File: config.mk
export PLATFORM = sky130hd
export DESIGN_NAME = shift_arbiter_flat
export DESIGN_NICKNAME = d
export VERILOG_FILES = /design/src/rtl/shift_arbiter_if.sv /design/src/rtl/shift_arbiter.sv /design/src/flat_wrapper.sv
export SDC_FILE = /design/constraint.sdc
export NUM_CORES = 1
export LEC_CHECK = 0
export ABC_AREA = 1
export BUFFER_PORTS_ARGS = -buffer_cell sky130_fd_sc_hd__buf_4
export CAP_MARGIN = 20
export CORE_ASPECT_RATIO = 2
export CORE_MARGIN = 1.5
export CORE_UTILIZATION = 40
export DETAILED_ROUTE_END_ITERATION = 12
export PLACE_DENSITY = 0.76
export REMOVE_ABC_BUFFERS = 1
export SLEW_MARGIN = 20
export SYNTH_ARGS = -nofsm -noshare
export SYNTH_HDL_FRONTEND = slang
export SYNTH_SLANG_ARGS = --single-unit
File: constraint.sdc
create_clock -name Clk -period 1.5 [get_ports Clk]
set_input_delay 0.15 -clock Clk [delete_from_list [all_inputs] [get_ports Clk]]
set_output_delay 0.15 -clock Clk [all_outputs]
set_load 0.01 [all_outputs]
File: src/rtl/shift_arbiter_if.sv
// Request, shifter-drive and result signals between the shift arbiter and its
// requesters, the external barrel shifter and the result consumer.
interface shift_arbiter_if #(
    parameter int TAG_W = 4,
    parameter int CNT_W = 16
);
    logic [1:0]       req_valid;
    logic [1:0]       req_ready;
    logic [31:0]      req_x0;
    logic [31:0]      req_x1;
    logic [4:0]       req_sa0;
    logic [4:0]       req_sa1;
    logic             req_arith0;
    logic             req_arith1;
    logic             req_right0;
    logic             req_right1;
    logic [TAG_W-1:0] req_tag0;
    logic [TAG_W-1:0] req_tag1;
    logic [31:0]      sh_x;
    logic [4:0]       sh_sa;
    logic             sh_arith;
    logic             sh_right;
    logic [31:0]      sh_result;
    logic             out_valid;
    logic             out_ready;
    logic [31:0]      out_data;
    logic             out_id;
    logic [TAG_W-1:0] out_tag;
    logic [CNT_W-1:0] grant_cnt0;
    logic [CNT_W-1:0] grant_cnt1;

    modport slave (
        input  req_valid, req_x0, req_x1, req_sa0, req_sa1,
               req_arith0, req_arith1, req_right0, req_right1,
               req_tag0, req_tag1, sh_result, out_ready,
        output req_ready, sh_x, sh_sa, sh_arith, sh_right,
               out_valid, out_data, out_id, out_tag, grant_cnt0, grant_cnt1
    );

    modport master (
        output req_valid, req_x0, req_x1, req_sa0, req_sa1,
               req_arith0, req_arith1, req_right0, req_right1,
               req_tag0, req_tag1, sh_result, out_ready,
        input  req_ready, sh_x, sh_sa, sh_arith, sh_right,
               out_valid, out_data, out_id, out_tag, grant_cnt0, grant_cnt1
    );
endinterface

File: src/rtl/shift_arbiter.sv
// Round-robin arbiter sharing one external 32-bit barrel shifter between two
// requesters; captures the shifter result in a single-entry handshake register.
module shift_arbiter #(
    parameter int TAG_W = 4,
    parameter int CNT_W = 16
) (
    input  logic           Clk,
    input  logic           Reset,
    shift_arbiter_if.slave bus
);

    logic             prio_q, prio_d;
    logic             out_valid_q, out_valid_d;
    logic [31:0]      out_data_q, out_data_d;
    logic             out_id_q, out_id_d;
    logic [TAG_W-1:0] out_tag_q, out_tag_d;
    logic [CNT_W-1:0] cnt0_q, cnt0_d;
    logic [CNT_W-1:0] cnt1_q, cnt1_d;

    logic             can_issue;
    logic             any_req;
    logic             win;
    logic [1:0]       ready;
    logic             xfer;

    function automatic logic [CNT_W-1:0] sat_inc(input logic [CNT_W-1:0] c);
        return (&c) ? c : c + CNT_W'(1);
    endfunction

    always_comb begin
        can_issue = !out_valid_q || bus.out_ready;
        any_req   = |bus.req_valid;
        // With a single requester it wins outright; prio only breaks ties.
        win       = (&bus.req_valid) ? prio_q : bus.req_valid[1];

        ready = 2'b00;
        if (can_issue && any_req && !Reset) begin
            ready = win ? 2'b10 : 2'b01;
        end
        xfer = |(bus.req_valid & ready);

        bus.sh_x     = 32'd0;
        bus.sh_sa    = 5'd0;
        bus.sh_arith = 1'b0;
        bus.sh_right = 1'b0;
        if (any_req) begin
            bus.sh_x     = win ? bus.req_x1     : bus.req_x0;
            bus.sh_sa    = win ? bus.req_sa1    : bus.req_sa0;
            bus.sh_arith = win ? bus.req_arith1 : bus.req_arith0;
            bus.sh_right = win ? bus.req_right1 : bus.req_right0;
        end
    end

    always_comb begin
        prio_d      = prio_q;
        out_valid_d = out_valid_q;
        out_data_d  = out_data_q;
        out_id_d    = out_id_q;
        out_tag_d   = out_tag_q;
        cnt0_d      = cnt0_q;
        cnt1_d      = cnt1_q;
        if (xfer) begin
            out_valid_d = 1'b1;
            out_data_d  = bus.sh_result;
            out_id_d    = win;
            out_tag_d   = win ? bus.req_tag1 : bus.req_tag0;
            prio_d      = ~win;
            if (win) cnt1_d = sat_inc(cnt1_q);
            else     cnt0_d = sat_inc(cnt0_q);
        end else if (out_valid_q && bus.out_ready) begin
            out_valid_d = 1'b0;
        end
    end

    always_ff @(posedge Clk) begin
        if (Reset) begin
            prio_q      <= 1'b0;
            out_valid_q <= 1'b0;
            out_data_q  <= 32'd0;
            out_id_q    <= 1'b0;
            out_tag_q   <= '0;
            cnt0_q      <= '0;
            cnt1_q      <= '0;
        end else begin
            prio_q      <= prio_d;
            out_valid_q <= out_valid_d;
            out_data_q  <= out_data_d;
            out_id_q    <= out_id_d;
            out_tag_q   <= out_tag_d;
            cnt0_q      <= cnt0_d;
            cnt1_q      <= cnt1_d;
        end
    end

    assign bus.req_ready  = ready;
    assign bus.out_valid  = out_valid_q;
    assign bus.out_data   = out_data_q;
    assign bus.out_id     = out_id_q;
    assign bus.out_tag    = out_tag_q;
    assign bus.grant_cnt0 = cnt0_q;
    assign bus.grant_cnt1 = cnt1_q;

endmodule

File: src/flat_wrapper.sv
// flat-port wrapper written by rule: the top's interface ports become plain ports
module shift_arbiter_flat 
#(
    parameter int TAG_W = 4,
    parameter int CNT_W = 16
)
  (Clk, Reset, bus_req_valid, bus_req_x0, bus_req_x1, bus_req_sa0, bus_req_sa1, bus_req_arith0, bus_req_arith1, bus_req_right0, bus_req_right1, bus_req_tag0, bus_req_tag1, bus_sh_result, bus_out_ready, bus_req_ready, bus_sh_x, bus_sh_sa, bus_sh_arith, bus_sh_right, bus_out_valid, bus_out_data, bus_out_id, bus_out_tag, bus_grant_cnt0, bus_grant_cnt1);
  shift_arbiter_if #(.TAG_W(TAG_W), .CNT_W(CNT_W)) bus_i ();
  input  logic Clk;
  input  logic Reset;
  input wire logic [$bits(bus_i.req_valid)-1:0] bus_req_valid;
  input wire logic [$bits(bus_i.req_x0)-1:0] bus_req_x0;
  input wire logic [$bits(bus_i.req_x1)-1:0] bus_req_x1;
  input wire logic [$bits(bus_i.req_sa0)-1:0] bus_req_sa0;
  input wire logic [$bits(bus_i.req_sa1)-1:0] bus_req_sa1;
  input wire logic [$bits(bus_i.req_arith0)-1:0] bus_req_arith0;
  input wire logic [$bits(bus_i.req_arith1)-1:0] bus_req_arith1;
  input wire logic [$bits(bus_i.req_right0)-1:0] bus_req_right0;
  input wire logic [$bits(bus_i.req_right1)-1:0] bus_req_right1;
  input wire logic [$bits(bus_i.req_tag0)-1:0] bus_req_tag0;
  input wire logic [$bits(bus_i.req_tag1)-1:0] bus_req_tag1;
  input wire logic [$bits(bus_i.sh_result)-1:0] bus_sh_result;
  input wire logic [$bits(bus_i.out_ready)-1:0] bus_out_ready;
  output wire logic [$bits(bus_i.req_ready)-1:0] bus_req_ready;
  output wire logic [$bits(bus_i.sh_x)-1:0] bus_sh_x;
  output wire logic [$bits(bus_i.sh_sa)-1:0] bus_sh_sa;
  output wire logic [$bits(bus_i.sh_arith)-1:0] bus_sh_arith;
  output wire logic [$bits(bus_i.sh_right)-1:0] bus_sh_right;
  output wire logic [$bits(bus_i.out_valid)-1:0] bus_out_valid;
  output wire logic [$bits(bus_i.out_data)-1:0] bus_out_data;
  output wire logic [$bits(bus_i.out_id)-1:0] bus_out_id;
  output wire logic [$bits(bus_i.out_tag)-1:0] bus_out_tag;
  output wire logic [$bits(bus_i.grant_cnt0)-1:0] bus_grant_cnt0;
  output wire logic [$bits(bus_i.grant_cnt1)-1:0] bus_grant_cnt1;
  assign bus_i.req_valid = bus_req_valid;
  assign bus_i.req_x0 = bus_req_x0;
  assign bus_i.req_x1 = bus_req_x1;
  assign bus_i.req_sa0 = bus_req_sa0;
  assign bus_i.req_sa1 = bus_req_sa1;
  assign bus_i.req_arith0 = bus_req_arith0;
  assign bus_i.req_arith1 = bus_req_arith1;
  assign bus_i.req_right0 = bus_req_right0;
  assign bus_i.req_right1 = bus_req_right1;
  assign bus_i.req_tag0 = bus_req_tag0;
  assign bus_i.req_tag1 = bus_req_tag1;
  assign bus_i.sh_result = bus_sh_result;
  assign bus_i.out_ready = bus_out_ready;
  assign bus_req_ready = bus_i.req_ready;
  assign bus_sh_x = bus_i.sh_x;
  assign bus_sh_sa = bus_i.sh_sa;
  assign bus_sh_arith = bus_i.sh_arith;
  assign bus_sh_right = bus_i.sh_right;
  assign bus_out_valid = bus_i.out_valid;
  assign bus_out_data = bus_i.out_data;
  assign bus_out_id = bus_i.out_id;
  assign bus_out_tag = bus_i.out_tag;
  assign bus_grant_cnt0 = bus_i.grant_cnt0;
  assign bus_grant_cnt1 = bus_i.grant_cnt1;
  shift_arbiter #(.TAG_W(TAG_W), .CNT_W(CNT_W)) u_core (.Clk(Clk), .Reset(Reset), .bus(bus_i));
endmodule
==> out/qor.yml <==
power_mw: 5.46
worstSkewPairLatency_ns: 0.33
synth_top_area_share_pct: 36.6
placed_area_sq_um: 6100
seq_area_frac_synth_pct: 36.6
synth_top_cells_by_area: "dfxtp_1 (37%), nand2_1 (26%), nand3_1 (13%)"
criticalPathCategory: "reg2out"
htreeDepth: 3
syn_avg_cell_area_sq_um: 6.05
worst_pin_slew_ns: 0.485
io_buffers: 233
root_buffer: "clkbuf_16"
powerDensity_nw_per_um2: 776
die_area_sq_um: 10300
maxCapViolCount: 0
dieHeight_um: 142
cts_tree: "done"
relSlewSlack_pct: 67.7
fin_area_sq_um: 7040
hold_viol: 0
skew_ns: 0.00536
synth_seq_cells: 71
start_util_pct: 41.3
row_count: 50
post-route-period-util_pct: 110
holdCritPathClass: "in2reg"
core_area_sq_um: 9380
dpl.hpwl_um: 12200
drive_gt1_share_pct: 43.2
worstPathCellList: "o21ai_4 -> buf_6 -> nand3_1 -> nand2_1 -> buf_4"
drc: 0
critPathArrivalTime_ns: 1.50
ys.flop_type: "dfxtp_1"
setup_tns_ns: -3.42
area_growth_pct: 81.5
post-route-util_pct: 75.0
crit_path_start_kind: "flip-flop"
clkTransAtPathRegs_ns: 0.06
vias: 5511
grt-ovfl-total: 0
path_buf_inv: 2
die_w_um: 72.6
slowest_stage: "dfxtp_2"
grt_pass1_wl_um: 25000
whs_ns: 0.00607
io_pins: 234
layout.nets: 1058
critPathRequiredTime_ns: 1.35
grt_pass1_vias: 5314
grt_max_degree: 46
vias_per_cell: 5.28
cp_max_fo: 19
drt_iter0_drc: 434
peakVddDrop_v: 0.000729
cp_top_family: "buffers and inverters"
layout_commonest_cell: "buf_4"
async_flop_share_pct: 0
period_minus_slack_ns: 1.65
status: "finished, violations left"
finalWorstSetupSlack_ns: -0.148
cts_made_buffers: 9
max_stage_delay_ns: 0.33
clockBufferDepth: 2
worstSetupEndpointType: "primary output"
syn_area_sq_um: 3880
violations: "negative setup slack"
netlist_instances: 641
routed_wl_um: 17100
instances_no_fill: 1043
grtUsageTotal_pct: 31.2
fmax_mhz: 607
gp_congestion: 0.940
ant_nets: 0
cts_sinks: 71
dp.cells: 1005
antenna_found_initial: 1
leakage_nw: 3.50
post_synth_num_cell_types: 24
slew_viol_final: 0
synth_top_cell_by_area: "dfxtp_1"
rsz0062_at_grt: "yes"
drtPass1Iterations: 5
synth-edff-count: 0
routedWlPerCell_um: 16.3
yosysWarnings: 0
layout_common_cells: "buf_4 (277), nand2_1 (238), nand3_1 (99)"
finalSetupViolations: 52
post-place-ws_ns: -0.00425
[registers in the layout, indices dropped and copies added, names as in the netlist]
signal and count:
u_core.bus.grant_cnt1 16, u_core.bus.out_valid 1, u_core.bus.out_id 1, u_core.bus.out_tag 4, u_core.bus.out_data 32, u_core.prio_q 1, u_core.bus.grant_cnt0 16
[kinds of logic (layout without fill, tap and decap cells)]
kind of cell             count (synthesis)  after routing  synth area share (%)
XOR/XNOR                                 6              6                  1.35
buffers and inverters                   70            367                  7.32
other                                    0              1                     0
AND/OR/NAND/NOR                        453            453                  48.8
flip-flops                              71             71                  36.6
AO/OA/AOI/OAI                           39             39                  5.23
adder cells (fa/ha/maj)                  2              2                 0.645
[cell type report]
type	count	area [sq um]
multi-input combinational	500	2510
timing repair buffer	312	2510
fill	722	2340
sequential	71	1430
clock buffer	10	229
inverter	39	151
tap	104	130
clock inverter	6	70.1
antenna	1	2.50
[synth_stat cells, types with 2 or more instances]
library cell,count
buf_4,4
nand2_1,270
dfxtp_1,71
nor2_1,62
clkbuf_1,21
xor2_1,4
nand3b_1,4
o21ai_0,10
nor2_4,3
nand4_1,9
ha_1,2
buf_2,5
xnor2_1,2
inv_2,4
inv_1,34
a21oi_1,26
nand3_1,103
[power by group]
part	switching [mW]	internal, mW
clock network	0.869	1.30
registers	0.0550	1.98
logic	0.610	0.654
[tightest hold or removal path, stage by stage]
cell and delay [ns]:
buf_4 0.08, nand2_1 0.04, nand2_1 0.04
[repair_timing]
| item | 4_1_cts | 5_1_grt |
|---|---|---|
| hold buffers | 11 | 0 |
| pin swaps | 1 | 31 |
| buffers inserted | 6 | 4 |
| setup endpoints to repair | 55 | 73 |
| hold endpoints to repair | 11 | 0 |
| cloned | 0 | 1 |
| resized for setup | 22 | 105 |
[final timing paths]
kind                                         startpoint                                     to  slack [ns]  depth (start not counted)
hold reg to reg      u_core.bus.out_tag[0]$_SDFFE_PP0P_     u_core.bus.out_tag[0]$_SDFFE_PP0P_        0.47                          2
setup reg to reg  u_core.bus.grant_cnt0[1]$_SDFFE_PP0P_  u_core.bus.grant_cnt0[6]$_SDFFE_PP0P_       -0.05                         10
setup / recovery             u_core.prio_q$_SDFFE_PP0P_                            bus_sh_x[9]       -0.15                          5
hold / removal                        bus_sh_result[24]   u_core.bus.out_data[24]$_SDFFE_PP0P_       0.006                          3
[layer usage]
| layer | up-vias | track usage [%] | wire, um |
|---|---|---|---|
| met5 | - | 0 | 0 |
| met4 | 0 | 16.1 | 883 |
| met3 | 67 | 7.29 | 1130 |
| met2 | 282 | 57.4 | 9330 |
| met1 | 2534 | 31.3 | 5710 |
| li1 | 2628 | - | - |
Note: power is estimated with default switching activity, not from simulation.
